<file path="config.mk">
export PLATFORM = sky130hd
export DESIGN_NAME = id_stage_p_flat
export DESIGN_NICKNAME = d
export VERILOG_FILES = /design/src/rtl/id_stage_p_if.sv /design/src/rtl/id_stage_p.sv /design/src/flat_wrapper.sv
export SDC_FILE = /design/constraint.sdc
export NUM_CORES = 1
export LEC_CHECK = 0
export BUFFER_PORTS_ARGS = -buffer_cell sky130_fd_sc_hd__buf_2
export CAP_MARGIN = 15
export CORE_MARGIN = 5
export CORE_UTILIZATION = 48
export CTS_CLUSTER_DIAMETER = 100
export DETAILED_ROUTE_END_ITERATION = 16
export PLACE_DENSITY = 0.82
export RECOVER_POWER = 25
export SLEW_MARGIN = 20
export SYNTH_ARGS = -nofsm -noshare
export SYNTH_HDL_FRONTEND = slang
export SYNTH_SLANG_ARGS = --single-unit
</file>
<file path="constraint.sdc">
create_clock -name clk -period 2.9 [get_ports clk]
set_input_delay 0.145 -clock clk [delete_from_list [all_inputs] [get_ports clk]]
set_output_delay 0.145 -clock clk [all_outputs]
set_load 0.01 [all_outputs]
</file>
<file path="src/rtl/id_stage_p_if.sv">
// id_stage_p_if: decode-stage bus between IF/ID, regfile,
// forwarding network, pipeline controller and the ID/EX outputs.
interface id_stage_p_if #(
    parameter int DATA_W = 32,
    parameter int FWD_N  = 2,
    parameter int CNT_W  = 16
);
    logic [31:0]             pc_i;
    logic [31:0]             inst_i;
    logic                    inst_vld_i;
    logic [DATA_W-1:0]       reg1_data_i;
    logic [DATA_W-1:0]       reg2_data_i;
    logic [FWD_N-1:0]        fwd_wreg_i;
    logic [5*FWD_N-1:0]      fwd_wd_i;
    logic [DATA_W*FWD_N-1:0] fwd_wdata_i;
    logic                    ex_is_load_i;
    logic                    hold_i;
    logic                    flush_i;
    logic                    reg1_read_o;
    logic                    reg2_read_o;
    logic [4:0]              reg1_addr_o;
    logic [4:0]              reg2_addr_o;
    logic                    stall_req_o;
    logic [31:0]             ex_pc_o;
    logic [7:0]              ex_aluop_o;
    logic [2:0]              ex_alusel_o;
    logic [DATA_W-1:0]       ex_reg1_o;
    logic [DATA_W-1:0]       ex_reg2_o;
    logic [4:0]              ex_wd_o;
    logic                    ex_wreg_o;
    logic                    ex_is_load_o;
    logic [CNT_W-1:0]        inv_cnt_o;

    modport master (
        input  pc_i, inst_i, inst_vld_i, reg1_data_i, reg2_data_i,
        input  fwd_wreg_i, fwd_wd_i, fwd_wdata_i, ex_is_load_i,
        input  hold_i, flush_i,
        output reg1_read_o, reg2_read_o, reg1_addr_o, reg2_addr_o,
        output stall_req_o, ex_pc_o, ex_aluop_o, ex_alusel_o,
        output ex_reg1_o, ex_reg2_o, ex_wd_o, ex_wreg_o,
        output ex_is_load_o, inv_cnt_o
    );

    modport slave (
        output pc_i, inst_i, inst_vld_i, reg1_data_i, reg2_data_i,
        output fwd_wreg_i, fwd_wd_i, fwd_wdata_i, ex_is_load_i,
        output hold_i, flush_i,
        input  reg1_read_o, reg2_read_o, reg1_addr_o, reg2_addr_o,
        input  stall_req_o, ex_pc_o, ex_aluop_o, ex_alusel_o,
        input  ex_reg1_o, ex_reg2_o, ex_wd_o, ex_wreg_o,
        input  ex_is_load_o, inv_cnt_o
    );
endinterface

</file>
<file path="src/rtl/id_stage_p.sv">
// id_stage_p: MIPS32 decode stage with operand forwarding,
// load-use bubble insertion and the ID/EX pipeline register.
module id_stage_p #(
    parameter int DATA_W = 32,
    parameter int FWD_N  = 2,
    parameter int CNT_W  = 16
) (
    input logic          clk,
    input logic          rst,
    id_stage_p_if.master bus
);
    localparam logic [5:0] OP_SPECIAL = 6'h00;
    localparam logic [5:0] OP_ORI     = 6'h0D;
    localparam logic [5:0] OP_ANDI    = 6'h0C;
    localparam logic [5:0] OP_XORI    = 6'h0E;
    localparam logic [5:0] OP_LUI     = 6'h0F;
    localparam logic [5:0] OP_ADDI    = 6'h08;
    localparam logic [5:0] OP_ADDIU   = 6'h09;
    localparam logic [5:0] OP_LW      = 6'h23;

    localparam logic [5:0] F_OR   = 6'h25;
    localparam logic [5:0] F_AND  = 6'h24;
    localparam logic [5:0] F_XOR  = 6'h26;
    localparam logic [5:0] F_NOR  = 6'h27;
    localparam logic [5:0] F_SLLV = 6'h04;
    localparam logic [5:0] F_SRLV = 6'h06;
    localparam logic [5:0] F_SRAV = 6'h07;
    localparam logic [5:0] F_ADD  = 6'h20;
    localparam logic [5:0] F_ADDU = 6'h21;
    localparam logic [5:0] F_SUB  = 6'h22;
    localparam logic [5:0] F_SLL  = 6'h00;
    localparam logic [5:0] F_SRL  = 6'h02;
    localparam logic [5:0] F_SRA  = 6'h03;
    localparam logic [5:0] F_SYNC = 6'h0F;

    localparam logic [2:0] SEL_LOGIC = 3'b001;
    localparam logic [2:0] SEL_SHIFT = 3'b010;
    localparam logic [2:0] SEL_ARITH = 3'b100;
    localparam logic [2:0] SEL_LOAD  = 3'b111;

    typedef struct packed {
        logic [31:0]       pc;
        logic [7:0]        aluop;
        logic [2:0]        alusel;
        logic [DATA_W-1:0] reg1;
        logic [DATA_W-1:0] reg2;
        logic [4:0]        wd;
        logic              wreg;
        logic              is_load;
    } id_ex_t;

    logic [5:0]  op;
    logic [5:0]  funct;
    logic [4:0]  rs;
    logic [4:0]  rt;
    logic [4:0]  rd;
    logic [4:0]  sa;
    logic [15:0] imm16;

    assign op    = bus.inst_i[31:26];
    assign rs    = bus.inst_i[25:21];
    assign rt    = bus.inst_i[20:16];
    assign rd    = bus.inst_i[15:11];
    assign sa    = bus.inst_i[10:6];
    assign funct = bus.inst_i[5:0];
    assign imm16 = bus.inst_i[15:0];

    logic [7:0]        d_aluop;
    logic [2:0]        d_alusel;
    logic [4:0]        d_wd;
    logic              d_wreg;
    logic              d_load;
    logic              re1;
    logic              re2;
    logic [DATA_W-1:0] imm;
    logic              inv;
    logic              f_rr;
    logic              f_sh;
    logic              f_im;

    // Decode opcode/funct into ALU controls, read enables and immediate
    always_comb begin
        d_aluop  = 8'h00;
        d_alusel = 3'b000;
        d_wd     = 5'd0;
        d_wreg   = 1'b0;
        d_load   = 1'b0;
        re1      = 1'b0;
        re2      = 1'b0;
        imm      = '0;
        inv      = 1'b0;
        f_rr     = 1'b0;
        f_sh     = 1'b0;
        f_im     = 1'b0;
        if (bus.inst_vld_i) begin
            unique case (1'b1)
                op == OP_SPECIAL: begin
                    unique case (1'b1)
                        sa == 5'd0 && funct == F_OR: begin
                            d_aluop = 8'h25; d_alusel = SEL_LOGIC; f_rr = 1'b1;
                        end
                        sa == 5'd0 && funct == F_AND: begin
                            d_aluop = 8'h24; d_alusel = SEL_LOGIC; f_rr = 1'b1;
                        end
                        sa == 5'd0 && funct == F_XOR: begin
                            d_aluop = 8'h26; d_alusel = SEL_LOGIC; f_rr = 1'b1;
                        end
                        sa == 5'd0 && funct == F_NOR: begin
                            d_aluop = 8'h27; d_alusel = SEL_LOGIC; f_rr = 1'b1;
                        end
                        sa == 5'd0 && funct == F_SLLV: begin
                            d_aluop = 8'h7C; d_alusel = SEL_SHIFT; f_rr = 1'b1;
                        end
                        sa == 5'd0 && funct == F_SRLV: begin
                            d_aluop = 8'h02; d_alusel = SEL_SHIFT; f_rr = 1'b1;
                        end
                        sa == 5'd0 && funct == F_SRAV: begin
                            d_aluop = 8'h03; d_alusel = SEL_SHIFT; f_rr = 1'b1;
                        end
                        sa == 5'd0 && funct == F_ADD: begin
                            d_aluop = 8'h20; d_alusel = SEL_ARITH; f_rr = 1'b1;
                        end
                        sa == 5'd0 && funct == F_ADDU: begin
                            d_aluop = 8'h21; d_alusel = SEL_ARITH; f_rr = 1'b1;
                        end
                        sa == 5'd0 && funct == F_SUB: begin
                            d_aluop = 8'h22; d_alusel = SEL_ARITH; f_rr = 1'b1;
                        end
                        rs == 5'd0 && funct == F_SLL: begin
                            d_aluop = 8'h7C; d_alusel = SEL_SHIFT; f_sh = 1'b1;
                        end
                        rs == 5'd0 && funct == F_SRL: begin
                            d_aluop = 8'h02; d_alusel = SEL_SHIFT; f_sh = 1'b1;
                        end
                        rs == 5'd0 && funct == F_SRA: begin
                            d_aluop = 8'h03; d_alusel = SEL_SHIFT; f_sh = 1'b1;
                        end
                        funct == F_SYNC: begin
                            d_aluop = 8'h00;
                        end
                        default: inv = 1'b1;
                    endcase
                end
                op == OP_ORI: begin
                    d_aluop = 8'h25; d_alusel = SEL_LOGIC; f_im = 1'b1;
                    imm = DATA_W'(imm16);
                end
                op == OP_ANDI: begin
                    d_aluop = 8'h24; d_alusel = SEL_LOGIC; f_im = 1'b1;
                    imm = DATA_W'(imm16);
                end
                op == OP_XORI: begin
                    d_aluop = 8'h26; d_alusel = SEL_LOGIC; f_im = 1'b1;
                    imm = DATA_W'(imm16);
                end
                op == OP_LUI: begin
                    d_aluop = 8'h25; d_alusel = SEL_LOGIC; f_im = 1'b1;
                    imm = DATA_W'({imm16, 16'h0000});
                end
                op == OP_ADDI: begin
                    d_aluop = 8'h20; d_alusel = SEL_ARITH; f_im = 1'b1;
                    imm = DATA_W'($signed(imm16));
                end
                op == OP_ADDIU: begin
                    d_aluop = 8'h21; d_alusel = SEL_ARITH; f_im = 1'b1;
                    imm = DATA_W'($signed(imm16));
                end
                op == OP_LW: begin
                    d_aluop = 8'hE3; d_alusel = SEL_LOAD; f_im = 1'b1;
                    d_load = 1'b1;
                    imm = DATA_W'($signed(imm16));
                end
                default: inv = 1'b1;
            endcase
        end
        if (f_rr) begin
            re1 = 1'b1; re2 = 1'b1; d_wd = rd; d_wreg = 1'b1;
        end
        if (f_sh) begin
            re2 = 1'b1; imm = DATA_W'(sa); d_wd = rd; d_wreg = 1'b1;
        end
        if (f_im) begin
            re1 = 1'b1; d_wd = rt; d_wreg = 1'b1;
        end
    end

    assign bus.reg1_read_o = re1;
    assign bus.reg2_read_o = re2;
    assign bus.reg1_addr_o = rs;
    assign bus.reg2_addr_o = rt;

    logic [DATA_W-1:0] op1;
    logic [DATA_W-1:0] op2;

    // Resolve operands: $0, then youngest matching forward, then regfile
    always_comb begin
        op1 = imm;
        op2 = imm;
        if (re1) begin
            op1 = bus.reg1_data_i;
            for (int k = FWD_N - 1; k >= 0; k--) begin
                if (bus.fwd_wreg_i[k] && bus.fwd_wd_i[5*k +: 5] == rs)
                    op1 = bus.fwd_wdata_i[DATA_W*k +: DATA_W];
            end
            if (rs == 5'd0)
                op1 = '0;
        end
        if (re2) begin
            op2 = bus.reg2_data_i;
            for (int k = FWD_N - 1; k >= 0; k--) begin
                if (bus.fwd_wreg_i[k] && bus.fwd_wd_i[5*k +: 5] == rt)
                    op2 = bus.fwd_wdata_i[DATA_W*k +: DATA_W];
            end
            if (rt == 5'd0)
                op2 = '0;
        end
    end

    id_ex_t           dec;
    id_ex_t           ex_q;
    logic [CNT_W-1:0] cnt_q;
    logic             stall;

    assign dec.pc      = bus.inst_vld_i ? bus.pc_i : 32'd0;
    assign dec.aluop   = d_aluop;
    assign dec.alusel  = d_alusel;
    assign dec.reg1    = op1;
    assign dec.reg2    = op2;
    assign dec.wd      = d_wd;
    assign dec.wreg    = d_wreg;
    assign dec.is_load = d_load;

    assign stall = bus.ex_is_load_i && ex_q.wreg && ex_q.wd != 5'd0 &&
                   ((re1 && rs == ex_q.wd) || (re2 && rt == ex_q.wd));

    assign bus.stall_req_o = stall;

    // ID/EX register: flush beats hold beats bubble beats load
    always_ff @(posedge clk or negedge rst) begin
        if (!rst) begin
            ex_q  <= '0;
            cnt_q <= '0;
        end else if (bus.flush_i) begin
            ex_q <= '0;
        end else if (!bus.hold_i) begin
            if (stall) begin
                ex_q <= '0;
            end else begin
                ex_q <= dec;
                if (inv && cnt_q != '1)
                    cnt_q <= cnt_q + CNT_W'(1);
            end
        end
    end

    assign bus.ex_pc_o      = ex_q.pc;
    assign bus.ex_aluop_o   = ex_q.aluop;
    assign bus.ex_alusel_o  = ex_q.alusel;
    assign bus.ex_reg1_o    = ex_q.reg1;
    assign bus.ex_reg2_o    = ex_q.reg2;
    assign bus.ex_wd_o      = ex_q.wd;
    assign bus.ex_wreg_o    = ex_q.wreg;
    assign bus.ex_is_load_o = ex_q.is_load;
    assign bus.inv_cnt_o    = cnt_q;
endmodule

</file>
<file path="src/flat_wrapper.sv">
// flat-port wrapper written by rule: the top's interface ports become plain ports
module id_stage_p_flat 
#(
    parameter int DATA_W = 32,
    parameter int FWD_N  = 2,
    parameter int CNT_W  = 16
)
  (clk, rst, bus_pc_i, bus_inst_i, bus_inst_vld_i, bus_reg1_data_i, bus_reg2_data_i, bus_fwd_wreg_i, bus_fwd_wd_i, bus_fwd_wdata_i, bus_ex_is_load_i, bus_hold_i, bus_flush_i, bus_reg1_read_o, bus_reg2_read_o, bus_reg1_addr_o, bus_reg2_addr_o, bus_stall_req_o, bus_ex_pc_o, bus_ex_aluop_o, bus_ex_alusel_o, bus_ex_reg1_o, bus_ex_reg2_o, bus_ex_wd_o, bus_ex_wreg_o, bus_ex_is_load_o, bus_inv_cnt_o);
  id_stage_p_if #(.DATA_W(DATA_W), .FWD_N(FWD_N), .CNT_W(CNT_W)) bus_i ();
  input logic clk;
  input logic rst;
  input wire logic [$bits(bus_i.pc_i)-1:0] bus_pc_i;
  input wire logic [$bits(bus_i.inst_i)-1:0] bus_inst_i;
  input wire logic [$bits(bus_i.inst_vld_i)-1:0] bus_inst_vld_i;
  input wire logic [$bits(bus_i.reg1_data_i)-1:0] bus_reg1_data_i;
  input wire logic [$bits(bus_i.reg2_data_i)-1:0] bus_reg2_data_i;
  input wire logic [$bits(bus_i.fwd_wreg_i)-1:0] bus_fwd_wreg_i;
  input wire logic [$bits(bus_i.fwd_wd_i)-1:0] bus_fwd_wd_i;
  input wire logic [$bits(bus_i.fwd_wdata_i)-1:0] bus_fwd_wdata_i;
  input wire logic [$bits(bus_i.ex_is_load_i)-1:0] bus_ex_is_load_i;
  input wire logic [$bits(bus_i.hold_i)-1:0] bus_hold_i;
  input wire logic [$bits(bus_i.flush_i)-1:0] bus_flush_i;
  output wire logic [$bits(bus_i.reg1_read_o)-1:0] bus_reg1_read_o;
  output wire logic [$bits(bus_i.reg2_read_o)-1:0] bus_reg2_read_o;
  output wire logic [$bits(bus_i.reg1_addr_o)-1:0] bus_reg1_addr_o;
  output wire logic [$bits(bus_i.reg2_addr_o)-1:0] bus_reg2_addr_o;
  output wire logic [$bits(bus_i.stall_req_o)-1:0] bus_stall_req_o;
  output wire logic [$bits(bus_i.ex_pc_o)-1:0] bus_ex_pc_o;
  output wire logic [$bits(bus_i.ex_aluop_o)-1:0] bus_ex_aluop_o;
  output wire logic [$bits(bus_i.ex_alusel_o)-1:0] bus_ex_alusel_o;
  output wire logic [$bits(bus_i.ex_reg1_o)-1:0] bus_ex_reg1_o;
  output wire logic [$bits(bus_i.ex_reg2_o)-1:0] bus_ex_reg2_o;
  output wire logic [$bits(bus_i.ex_wd_o)-1:0] bus_ex_wd_o;
  output wire logic [$bits(bus_i.ex_wreg_o)-1:0] bus_ex_wreg_o;
  output wire logic [$bits(bus_i.ex_is_load_o)-1:0] bus_ex_is_load_o;
  output wire logic [$bits(bus_i.inv_cnt_o)-1:0] bus_inv_cnt_o;
  assign bus_i.pc_i = bus_pc_i;
  assign bus_i.inst_i = bus_inst_i;
  assign bus_i.inst_vld_i = bus_inst_vld_i;
  assign bus_i.reg1_data_i = bus_reg1_data_i;
  assign bus_i.reg2_data_i = bus_reg2_data_i;
  assign bus_i.fwd_wreg_i = bus_fwd_wreg_i;
  assign bus_i.fwd_wd_i = bus_fwd_wd_i;
  assign bus_i.fwd_wdata_i = bus_fwd_wdata_i;
  assign bus_i.ex_is_load_i = bus_ex_is_load_i;
  assign bus_i.hold_i = bus_hold_i;
  assign bus_i.flush_i = bus_flush_i;
  assign bus_reg1_read_o = bus_i.reg1_read_o;
  assign bus_reg2_read_o = bus_i.reg2_read_o;
  assign bus_reg1_addr_o = bus_i.reg1_addr_o;
  assign bus_reg2_addr_o = bus_i.reg2_addr_o;
  assign bus_stall_req_o = bus_i.stall_req_o;
  assign bus_ex_pc_o = bus_i.ex_pc_o;
  assign bus_ex_aluop_o = bus_i.ex_aluop_o;
  assign bus_ex_alusel_o = bus_i.ex_alusel_o;
  assign bus_ex_reg1_o = bus_i.ex_reg1_o;
  assign bus_ex_reg2_o = bus_i.ex_reg2_o;
  assign bus_ex_wd_o = bus_i.ex_wd_o;
  assign bus_ex_wreg_o = bus_i.ex_wreg_o;
  assign bus_ex_is_load_o = bus_i.ex_is_load_o;
  assign bus_inv_cnt_o = bus_i.inv_cnt_o;
  id_stage_p #(.DATA_W(DATA_W), .FWD_N(FWD_N), .CNT_W(CNT_W)) u_core (.clk(clk), .rst(rst), .bus(bus_i));
endmodule
</file>
==> qor.csv <==
stage;metric;value;unit
sta;final setup vio count;0;
detailed_routing;via-per-instance ratio;5.81;
sta;measured slew at the worst slew-check pin;1.46;ns
global_route;met2 global-route usage;50.6;%
detailed_routing;routed wire length per instance;21.3;um
worst_setup_path;data required time at the worst endpoint;3.24;ns
placement;Placed Area;9550;um^2
sta;hold violation total from the final report;0;
clock_tree;maximum level of the CTS H-tree;4;
clock_tree;Clock Sinks;129;
floorplan;Initial Utilization;48.5;%
floorplan;core outline area;15800;um^2
floorplan;die span in y;136;um
worst_setup_path;count of cells along the worst register-to-register path;8;
worst_setup_path;critical register-to-register path startpoint;u_core.bus.ex_wd_o[0];
placement;# port buffers;352;
worst_setup_path;type of the setup path with the least slack;reg -> reg;
detailed_routing;total vias in the final route;7917;
worst_setup_path;Startpoint Class;flip-flop;
finish;share of layout cells above drive strength 1;38.2;%
sta;pins over their slew limit;0;
sta;f_max;411;MHz
detailed_routing;antenna violation net count after detailed routing;0;
placement;routability congestion estimate;0.894;
power_and_ir_drop;power per unit of standard cell area;459;nW/um^2
synthesis;async set-reset flop share out of synthesis;100;%
power_and_ir_drop;sequential power share;39.9;%
placement;detailed placer's ending HPWL;21200;um
power_and_ir_drop;Sw Share;27.9;%
worst_setup_path;Critical Path Stages;8;
sta;Final Skew;0.00780;ns
global_route;wire length of the first global-routing pass;43000;um
floorplan;die boundary width;136;um
synthesis;syn_nets;993;
worst_setup_path;worst-path cell with the longest stage delay;or4_1;
synthesis;number of enable-type register cells in the synthesized netlist;0;
synthesis;number of warning messages in the yosys log;0;
floorplan;std cell rows;46;
finish;total non-filler cell area in the finished layout;10400;um^2
global_route;gr busiest metal;met2;
detailed_routing;DRT Wirelength;29000;um
worst_setup_path;Crit. Startpoint;u_core.bus.ex_wd_o[0];
sta;worst path setup slack after routing;0.469;ns
floorplan;Top-Level Pins;353;
global_route;maximum number of pins on one net before global-route repair;75;
power_and_ir_drop;largest voltage drop on the vdd net;0.372;mV
power_and_ir_drop;power spent charging and discharging nets;1.33;mW
synthesis;most frequently used flop master after synthesis;dfrtp_1;
sta;part of the cycle the worst path needs;83.8;%
detailed_routing;initial detailed-routing violation count;635;
floorplan;DIE AREA;18600;um^2
power_and_ir_drop;Leakage Power;5.08;nW
global_route;antenna violations before repair;2;
worst_setup_path;cells along the critical path;or4_1 -> o211ai_1 -> nor4_1 -> nand3_1 -> o2bb2ai_4 -> nor4b_4 -> buf_4 -> a22o_1;
worst_setup_path;endpoint of the most critical setup path;u_core.bus.ex_reg1_o[20];
sta;worst slew margin relative to its limit;2.44;%
clock_tree;worst-skew pair later-pin latency;0.41;ns
finish;area grow syn2layout;36.0;%
worst_setup_path;terminus of the critical flop-to-flop path;u_core.bus.ex_reg1_o[20];
worst_setup_path;combined buffer and inverter count along the critical path;1;
sta;total negative setup slack;0;ns
worst_setup_path;WP data arrival;2.77;ns
global_route;number of global-route vias before repair;7845;
synthesis;count of different cell masters after synthesis;63;
synthesis;Yosys reg bits;129;
clock_tree;cts bufs inserted;17;
sta;min cycle time layout;2.43;ns
worst_setup_path;crit-path leading delay family;simple AND/OR/NAND/NOR gates;
global_route;total gr overflow;0;
placement;DP Worst Slack;0.296;ns
min_path;cell depth of the worst min-delay path;3;
power_and_ir_drop;part of the total power dissipated in the clock network;45.1;%
finish;Nets;1343;
sta;unrepaired setup endpoints after global routing;false;
worst_setup_path;top fanout value on the critical path;27;
synthesis;average cell area after synthesis;9.78;um^2
clock_tree;CTS tree;built;
power_and_ir_drop;post-layout total power;4.78;mW
global_route;GRT met3 Usage;8.22;%
global_route;Tot GR Track Use;30.2;%
detailed_routing;first-pass detailed-route iteration total;5;
power_and_ir_drop;part of the total power dissipated in combinational logic;15.0;%
clock_tree;number of buffers on the longest clock path;2;
min_path;worst hold-check path type;in -> reg;
job;max cap viols;0;
detailed_routing;DRC violation count after routing;0;
worst_setup_path;kind of end point of the critical path;flip-flop;
power_and_ir_drop;Int Power;3.45;mW
synthesis;mapped cell area;7650;um^2
global_route;met1 Use GR;36.4;%
worst_setup_path;delay of the slowest cell on the worst path;0.53;ns
worst_setup_path;internal reg-to-reg setup slack;0.47;ns
clock_tree;buffer cell driving the clock tree root;clkbuf_16;
synthesis;share of the yosys chip area belonging to registers;42.2;%
outcome;outcome;completed;
clock_tree;clock edge transition at the registers on the reported setup and hold paths;0.06;ns
synthesis;synthesized instance count;782;
-- repair_timing --
action	in CTS	in global routing
setup endpoints to repair	0	0
endpoints found under the hold margin	87	0
gates resized for setup	0	0
hold buffers	33	0
setup buffers	0	0
-- stage by stage --
| stage | std cells | utilization (%) | hold WS (ns) |
|---|---|---|---|
| 3_5_place_dp | 1296 | 60.6 | 0.144 |
| 2_1_floorplan | 782 | - | -0.151 |
| 5_1_grt | 1361 | 66.0 | 0.100 |
| 3_3_place_gp | 1296 | 60.6 | 0.148 |
| 6_report | 1362 | 66.0 | 0.0824 |
| 4_1_cts | 1361 | 66.4 | 0.0555 |
-- area by class of cell --
type | count | area, um^2
well taps | 216 | 270
clock inverters | 15 | 158
multi-input cells | 575 | 4040
fillers | 1273 | 5360
repair buffers | 404 | 2270
inverters | 5 | 18.8
flip-flops and latches | 129 | 3230
diodes | 1 | 2.50
clock buffers | 17 | 425
-- layer usage --
| metal | vias up | wire length [um] |
|---|---|---|
| li1 | 3557 | - |
| met1 | 3793 | 10600 |
| met2 | 493 | 14100 |
| met3 | 70 | 3200 |
| met4 | 4 | 1020 |
| met5 | - | 32 |
-- power groups by stage --
stage / registers [mW] / logic, mW / clock network, mW
2_1_floorplan: 1.95 / 0.283 / 0
3_3_place_gp: 1.93 / 0.667 / 0
3_5_place_dp: 1.93 / 0.679 / 0
4_1_cts: 1.90 / 0.712 / 2.16
5_1_grt: 1.91 / 0.779 / 2.23
6_report: 1.91 / 0.719 / 2.15
-- cells in the final DEF (no fill, tap or decap), types with 11 or more instances in the layout --
master / count
nor2_1: 44
buf_2: 306
buf_4: 12
nand2_1: 82
o21ai_0: 11
dfrtp_1: 129
o21ai_1: 16
o21ai_2: 21
mux2i_1: 33
dlygate4sd3_1: 33
a21o_1: 15
xnor2_1: 23
mux2_2: 32
xor2_1: 22
clkbuf_1: 45
clkbuf_16: 17
a22o_1: 78
a21oi_1: 78
nor4_1: 15
-- cell usage after synthesis (16+ instances only) --
master	n	share of area (%)
buf_2	16	1.0
xor2_1	22	2.5
nor2_1	44	2.2
a22o_1	78	8.9
mux2i_1	33	4.3
xnor2_1	23	2.6
mux2_2	32	4.7
o21ai_2	21	2.4
nand2_1	82	4.0
clkbuf_1	38	1.9
dfrtp_1	129	42
o21ai_1	16	1.0
a21oi_1	78	5.1
-- flip-flops by register name, summed over array words and instances, names as in the netlist --
name / count
u_core.bus.ex_alusel_o: 3
u_core.bus.ex_aluop_o: 7
u_core.bus.inv_cnt_o: 16
u_core.bus.ex_wd_o: 5
u_core.bus.ex_pc_o: 32
u_core.bus.ex_reg1_o: 32
u_core.bus.ex_is_load_o: 1
u_core.bus.ex_reg2_o: 32
u_core.bus.ex_wreg_o: 1
-- tightest hold or removal path, stage by stage --
cell and delay [ns]:
buf_2 0.10, a221oi_1 0.08, o21ai_0 0.14
-- worst min-delay path by stage --
| stage | to | slack, ns | startpoint |
|---|---|---|---|
| 2_1_floorplan | u_core.bus.ex_aluop_o[0] | -0.15 | rst |
| 3_3_place_gp | u_core.bus.ex_pc_o[22] | 0.15 | rst |
| 3_5_place_dp | u_core.bus.inv_cnt_o[5] | 0.14 | rst |
| 4_1_cts | u_core.bus.ex_reg1_o[1] | 0.06 | bus_fwd_wdata_i[1] |
| 5_1_grt | u_core.bus.ex_reg2_o[19] | 0.10 | bus_fwd_wdata_i[19] |
| 6_report | u_core.bus.ex_reg1_o[1] | 0.08 | bus_fwd_wdata_i[1] |
-- cell families after synthesis --
family                   Yosys count  share of synthesized area (%)
multiplexers                      65                           9.03
adder cells (fa/ha/maj)            1                          0.164
flip-flops                       129                           42.2
AND/OR/NAND/NOR                  206                           13.4
AO/OA/AOI/OAI                    258                           24.8
buffers and inverters             78                           5.22
XOR/XNOR                          45                           5.15
Power figures use the tool's default switching activity.
